`config.mk`:
```
export PLATFORM = sky130hd
export DESIGN_NAME = decode_step
export DESIGN_NICKNAME = d
export VERILOG_FILES = /design/src/rtl/decode_step.sv
export SDC_FILE = /design/constraint.sdc
export NUM_CORES = 1
export LEC_CHECK = 0
export BUFFER_PORTS_ARGS = -buffer_cell sky130_fd_sc_hd__buf_2
export CAP_MARGIN = 20
export CORE_MARGIN = 3
export CORE_UTILIZATION = 52
export CTS_BUF_LIST = sky130_fd_sc_hd__clkbuf_8
export DETAILED_ROUTE_END_ITERATION = 10
export HOLD_SLACK_MARGIN = 0.1
export PLACE_DENSITY = 0.82
export SETUP_SLACK_MARGIN = 0.02
export SLEW_MARGIN = 40
export SYNTH_ARGS = -nofsm -noshare
export SYNTH_HDL_FRONTEND = slang
export SYNTH_SLANG_ARGS = --single-unit
```
`constraint.sdc`:
```
create_clock -name clk_i -period 7.55 [get_ports clk_i]
set_input_delay 1.1325 -clock clk_i [delete_from_list [all_inputs] [get_ports clk_i]]
set_output_delay 1.1325 -clock clk_i [all_outputs]
set_load 0.005 [all_outputs]
```
`src/rtl/decode_step.sv`:
```
// +--------------------------------------------------------------------------+
// | decode_step: RV32I decode stage. It accepts one instruction per rising    |
// | edge of the fetch activate signal and issues a registered bundle to the   |
// | execute stage. Define DECODE_M_EXT_EN to accept RV32M encodings.          |
// | Revision: 1.0                                                             |
// +--------------------------------------------------------------------------+
`default_nettype none

module decode_step #(
  parameter int XLEN    = 32,
  parameter int CLASS_W = 4
) (
  input  logic               clk_i,
  input  logic               rst_i,
  input  logic [31:0]        instruction_i,
  input  logic               decode_activate_i,
  input  logic               execute_working_info_i,
  output logic [4:0]         rs1_addr_o,
  output logic [4:0]         rs2_addr_o,
  input  logic [XLEN-1:0]    rs1_data_i,
  input  logic [XLEN-1:0]    rs2_data_i,
  output logic               decode_working_info_o,
  output logic               execute_activate_o,
  output logic [CLASS_W-1:0] op_class_o,
  output logic [2:0]         funct3_o,
  output logic [6:0]         funct7_o,
  output logic [4:0]         rd_o,
  output logic [XLEN-1:0]    imm_o,
  output logic [XLEN-1:0]    rs1_val_o,
  output logic [XLEN-1:0]    rs2_val_o,
  output logic               illegal_o,
  output logic               is_mext_o,
  output logic               protocol_error_o
);

`ifdef DECODE_M_EXT_EN
  localparam logic M_EN = 1'b1;
`else
  localparam logic M_EN = 1'b0;
`endif

  localparam logic [CLASS_W-1:0] CLS_NONE   = CLASS_W'(0);
  localparam logic [CLASS_W-1:0] CLS_LUI    = CLASS_W'(1);
  localparam logic [CLASS_W-1:0] CLS_AUIPC  = CLASS_W'(2);
  localparam logic [CLASS_W-1:0] CLS_JAL    = CLASS_W'(3);
  localparam logic [CLASS_W-1:0] CLS_JALR   = CLASS_W'(4);
  localparam logic [CLASS_W-1:0] CLS_BRANCH = CLASS_W'(5);
  localparam logic [CLASS_W-1:0] CLS_LOAD   = CLASS_W'(6);
  localparam logic [CLASS_W-1:0] CLS_STORE  = CLASS_W'(7);
  localparam logic [CLASS_W-1:0] CLS_OPIMM  = CLASS_W'(8);
  localparam logic [CLASS_W-1:0] CLS_OP     = CLASS_W'(9);
  localparam logic [CLASS_W-1:0] CLS_FENCE  = CLASS_W'(10);
  localparam logic [CLASS_W-1:0] CLS_SYSTEM = CLASS_W'(11);

  typedef enum logic [2:0] {
    S_IDLE   = 3'd0,
    S_DECODE = 3'd1,
    S_READ   = 3'd2,
    S_STALL  = 3'd3,
    S_ISSUE  = 3'd4
  } state_e;

  state_e             state_q;
  logic               act_q;
  logic [31:0]        instr_q;
  logic [CLASS_W-1:0] cls_q, cls_d;
  logic [XLEN-1:0]    imm_q, imm_d;
  logic               illegal_q, illegal_d;
  logic               mext_q, mext_d;
  logic [XLEN-1:0]    rs1v_q, rs2v_q;
  logic [31:0]        imm32;
  logic [2:0]         funct3;
  logic [6:0]         funct7;
  logic               act_rise;
  logic               issue_go;
  logic [XLEN-1:0]    rs1_cap, rs2_cap;

  assign funct3   = instr_q[14:12];
  assign funct7   = instr_q[31:25];
  assign act_rise = decode_activate_i & ~act_q;
  assign issue_go = ((state_q == S_READ) || (state_q == S_STALL)) && !execute_working_info_i;

  // Register-file addresses are only presented while operands are being fetched.
  assign rs1_addr_o = ((state_q == S_DECODE) || (state_q == S_READ)) ? instr_q[19:15] : 5'd0;
  assign rs2_addr_o = ((state_q == S_DECODE) || (state_q == S_READ)) ? instr_q[24:20] : 5'd0;
  assign rs1_cap    = (instr_q[19:15] == 5'd0) ? '0 : rs1_data_i;
  assign rs2_cap    = (instr_q[24:20] == 5'd0) ? '0 : rs2_data_i;

  assign decode_working_info_o = (state_q != S_IDLE);

  always_comb begin
    cls_d     = CLS_NONE;
    imm32     = 32'd0;
    illegal_d = 1'b0;
    mext_d    = 1'b0;
    if (instr_q[1:0] == 2'b11) begin
      case (instr_q[6:2])
        5'b01101: cls_d = CLS_LUI;
        5'b00101: cls_d = CLS_AUIPC;
        5'b11011: cls_d = CLS_JAL;
        5'b11001: cls_d = CLS_JALR;
        5'b11000: cls_d = CLS_BRANCH;
        5'b00000: cls_d = CLS_LOAD;
        5'b01000: cls_d = CLS_STORE;
        5'b00100: cls_d = CLS_OPIMM;
        5'b01100: cls_d = CLS_OP;
        5'b00011: cls_d = CLS_FENCE;
        5'b11100: cls_d = CLS_SYSTEM;
        default:  cls_d = CLS_NONE;
      endcase
    end
    case (cls_d)
      CLS_LUI, CLS_AUIPC: imm32 = {instr_q[31:12], 12'b0};
      CLS_JAL:    imm32 = {{12{instr_q[31]}}, instr_q[19:12], instr_q[20], instr_q[30:21], 1'b0};
      CLS_BRANCH: imm32 = {{20{instr_q[31]}}, instr_q[7], instr_q[30:25], instr_q[11:8], 1'b0};
      CLS_STORE:  imm32 = {{21{instr_q[31]}}, instr_q[30:25], instr_q[11:7]};
      CLS_JALR, CLS_LOAD, CLS_OPIMM, CLS_FENCE, CLS_SYSTEM:
                  imm32 = {{21{instr_q[31]}}, instr_q[30:20]};
      default:    imm32 = 32'd0;
    endcase
    illegal_d = (cls_d == CLS_NONE);
    if (cls_d == CLS_OP) begin
      if (funct7 == 7'b0000001) begin
        illegal_d = !M_EN;
        mext_d    = M_EN;
      end else if (funct7 == 7'b0100000) begin
        illegal_d = !((funct3 == 3'b000) || (funct3 == 3'b101));
      end else if (funct7 != 7'b0000000) begin
        illegal_d = 1'b1;
      end
    end
    // Shift-immediates reuse the funct7 slot, so it must be a legal shift selector.
    if (cls_d == CLS_OPIMM) begin
      if (funct3 == 3'b001)
        illegal_d = (funct7 != 7'b0000000);
      else if (funct3 == 3'b101)
        illegal_d = !((funct7 == 7'b0000000) || (funct7 == 7'b0100000));
    end
  end

  assign imm_d = {{(XLEN-31){imm32[31]}}, imm32[30:0]};

  always_ff @(posedge clk_i) begin
    if (rst_i) begin
      state_q            <= S_IDLE;
      act_q              <= 1'b0;
      instr_q            <= '0;
      cls_q              <= '0;
      imm_q              <= '0;
      illegal_q          <= 1'b0;
      mext_q             <= 1'b0;
      rs1v_q             <= '0;
      rs2v_q             <= '0;
      execute_activate_o <= 1'b0;
      op_class_o         <= '0;
      funct3_o           <= '0;
      funct7_o           <= '0;
      rd_o               <= '0;
      imm_o              <= '0;
      rs1_val_o          <= '0;
      rs2_val_o          <= '0;
      illegal_o          <= 1'b0;
      is_mext_o          <= 1'b0;
      protocol_error_o   <= 1'b0;
    end else begin
      act_q              <= decode_activate_i;
      execute_activate_o <= 1'b0;
      if (act_rise && (state_q != S_IDLE))
        protocol_error_o <= 1'b1;
      if (issue_go) begin
        execute_activate_o <= 1'b1;
        op_class_o         <= cls_q;
        funct3_o           <= funct3;
        funct7_o           <= funct7;
        rd_o               <= instr_q[11:7];
        imm_o              <= imm_q;
        illegal_o          <= illegal_q;
        is_mext_o          <= mext_q;
        rs1_val_o          <= (state_q == S_READ) ? rs1_cap : rs1v_q;
        rs2_val_o          <= (state_q == S_READ) ? rs2_cap : rs2v_q;
      end
      case (state_q)
        S_IDLE: begin
          if (act_rise) begin
            instr_q <= instruction_i;
            state_q <= S_DECODE;
          end
        end
        S_DECODE: begin
          cls_q     <= cls_d;
          imm_q     <= imm_d;
          illegal_q <= illegal_d;
          mext_q    <= mext_d;
          state_q   <= S_READ;
        end
        S_READ: begin
          rs1v_q  <= rs1_cap;
          rs2v_q  <= rs2_cap;
          state_q <= execute_working_info_i ? S_STALL : S_ISSUE;
        end
        S_STALL: begin
          if (!execute_working_info_i)
            state_q <= S_ISSUE;
        end
        S_ISSUE: state_q <= S_IDLE;
        default: state_q <= S_IDLE;
      endcase
    end
  end

endmodule

`default_nettype wire

```
==> summary.txt <==
Run status
  – Status: completed

Route
  – Via count: 8561
  – Number of routed nets with antenna violations: 0
  – Pre-antenna DRT Iters: 4
  – Routed Wire Length: 24.2 mm
  – Mean number of vias per cell: 5.43
  – DRC: 0
  – WL/cell: 15.4 µm
  – Iteration-0 DRC Markers: 536

Synthesis
  – Synthesized flop and latch total: 259
  – Post-synthesis sequential area ratio: 54.2%
  – Syn_nets: 1238
  – YS warnings: 0
  – Cell Area, Synth: 9570 µm²
  – Post-synth EDFFs: 0
  – Async S/R FF share, synth: 0%
  – Mean Syn Cell Area: 8.43 µm²
  – Synth cell types: 54
  – Gate Count Post-Synth: 1135
  – Top_reg_cell synth: dfxtp_1

Placement
  – RD Place Congestion: 0.843
  – Port Buffers: 228
  – Detailed placer's ending HPWL: 15.5 mm
  – Placed cell count: 1501

Timing
  – Final slew viol count: 0
  – RSZ-0062 raised after global routing: false
  – Setup_tns: 0 ps
  – Final hold violation count: 0
  – Worst hold slack: 448 ps
  – # setup viols final: 0
  – Skew final: 16.5 ps
  – Period minus WS final: 3510 ps
  – Least-Margin Pin Slew: 843 ps
  – Fmax achieved: 285 MHz
  – Slew margin rel.: 43.6%
  – Period utilization: 46.5%

Clock tree
  – PostCTS Resize Cnt: 0
  – Worst-Skew Late Latency: 540 ps
  – H-tree levels: 2
  – Hold Buf Count CTS: 0
  – CTS tree: built
  – Reg clk slew, reported paths: 60 ps
  – Total CTS buffers: 42
  – Root Buffer Master: clkbuf_8
  – Setup bufs post-CTS: 0
  – Clk sink count: 259
  – Clock Path Buffers: 3

Final layout
  – Area Overhead vs Synth: 20.5%
  – Most frequent cells in the layout: dfxtp_1, buf_2, nand2_1
  – Layout Cells excl Fill: 1576
  – # fillers: 1563
  – Commonest non-fill, non-tap cell in the layout: dfxtp_1
  – Nets: 1424
  – Layout cells sized above 1: 23.0%
  – Antenna Cells: 0
  – Multi-input gate area: 4000 µm²
  – Register area: 5180 µm²

Hold path
  – Hold crit path type: register to register

Critical path
  – CP required: 6420 ps
  – Largest incremental delay on the critical path: 660 ps
  – CP cell instances: nor2_1, and2_2, nor2_1, nor2b_1, buf_2
  – Worst Setup End Kind: output port
  – CP bufs+invs: 1
  – Setup Crit Path Kind: register to output port
  – Delay-heaviest family, CP: simple AND/OR/NAND/NOR gates
  – Slowest CP cell: nor2_1
  – CP dominant cell by count: nor2_1
  – CP Launch Type: register
  – Critical path arrival: 2380 ps
  – Critical path fanouts, max: 10

Power and ir drop
  – Leak pwr: 4.96 nW
  – Peak VDD IR: 163 µV
  – Cell area power density: 245 nW/µm²

GRT
  – Gr ovfl total: 0
  – Largest net degree at the start of global routing: 153
  – Vias in the first global route: 8010
  – Total Routing Usage GR: 23.3%
  – First-pass GRT wire length: 39.1 mm
  – Antenna violations before repair: 1

Floorplan
  – Core area: 17700 µm²
  – Die width: 142 µm
  – Die Y: 142 µm
  – Row count: 48
  – Die area: 20100 µm²
  – IO Count: 230
  – Initial Utilization: 54.2%

Run
  – MaxCap Viol Count: 0
flip-flops by register name, indices dropped and copies added (netlist names), named ones only:
register            count
state_q                 3
imm_q                  32
illegal_o               1
act_q                   1
rs1_val_o              32
imm_o                  32
funct7_o                7
funct3_o                3
instr_q                32
protocol_error_o        1
rs1v_q                 32
execute_activate_o      1
rd_o                    5
rs2v_q                 32
op_class_o              4
cls_q                   4
illegal_q               1
rs2_val_o              32
tightest hold or removal path, cell delays in order, from the launching register on:
cell	delay (ps)
dfxtp_1	310
nand2_1	50
a21oi_1	50
layout make-up:
class,count,area share [%]
timing repair buffer,237,10.8
clock inverter,25,0.988
tap,225,2.44
clock buffer,49,5.85
inverter,10,0.326
multi-input combinational,771,34.7
sequential,259,45.0
per-layer routing:
metal | GRT usage [%] | part of all wire [%] | vias to the layer above
met2 | 39.0 | 48 | 309
met5 | 0 | 0.054 | -
li1 | - | - | 4264
met1 | 28.7 | 41 | 3924
met3 | 6.77 | 8.0 | 62
met4 | 8.38 | 2.9 | 2
kinds of logic (layout without fill, tap and decap cells):
kind of cell    Yosys count  count (layout)  share of synthesized area [%]
other cells               1               1                         0.0392
xor+xnor                  3               3                          0.275
fa+ha+maj                 3               3                          0.392
compound gates          286             286                           18.2
buf+inv                 105             321                           4.30
simple gates            473             473                           22.0
mux                       5               5                          0.536
flops                   259             259                           54.2
path summary, 6_finish.rpt:
| path | startpoint | to | slack (ps) | cells past startpoint |
|---|---|---|---|---|
| setup / recovery | state_q[2] | rs2_addr_o[0] | 4040 | 5 |
| hold / removal | imm_q[30] | imm_o[30] | 450 | 2 |
| setup reg to reg | state_q[2] | register | 4740 | 9 |
| hold reg to reg | imm_q[30] | imm_o[30] | 450 | 2 |
metrics by stage:
| step | total power [mW] | instance area (µm²) | util (%) | worst slack [ps] |
|---|---|---|---|---|
| after floorplan | 1.64 | 9570 | - | 4440 |
| after global placement | 1.72 | 10700 | 60.6 | 3800 |
| after detailed placement | 1.73 | 10700 | 60.7 | 4030 |
| after CTS | 2.85 | 11500 | 65.1 | 4040 |
| after global routing | 2.95 | 11500 | 65.3 | 3900 |
| final | 2.83 | 11500 | 65.3 | 4040 |
report_power, final:
part	leakage (nW)	internal (mW)	switching, mW	total [mW]
clock network	0.465	0.592	0.531	1.12
logic	2.40	0.0912	0.161	0.252
registers	2.10	1.41	0.0391	1.45
total	4.96	2.10	0.731	2.83
cell usage after synthesis (all sizes together) (3+ instances only):
cell    count  area (µm²)
a211oi     72         541
a21oi     168         845
a221oi      4        35.0
a22oi      19         143
and3       65         407
buf        15        73.8
clkbuf     80         300
dfxtp     259        5180
ha          3        37.5
inv        10        37.5
mux2i       4        40.0
nand2     182         683
nand2b      5        31.3
nand3       9        45.0
nor2      168         647
nor2b      15        93.8
nor3       14        81.3
nor3b       3        22.5
nor4        3        18.8
o21ai       7        46.3
Power figures use the tool's default switching activity.
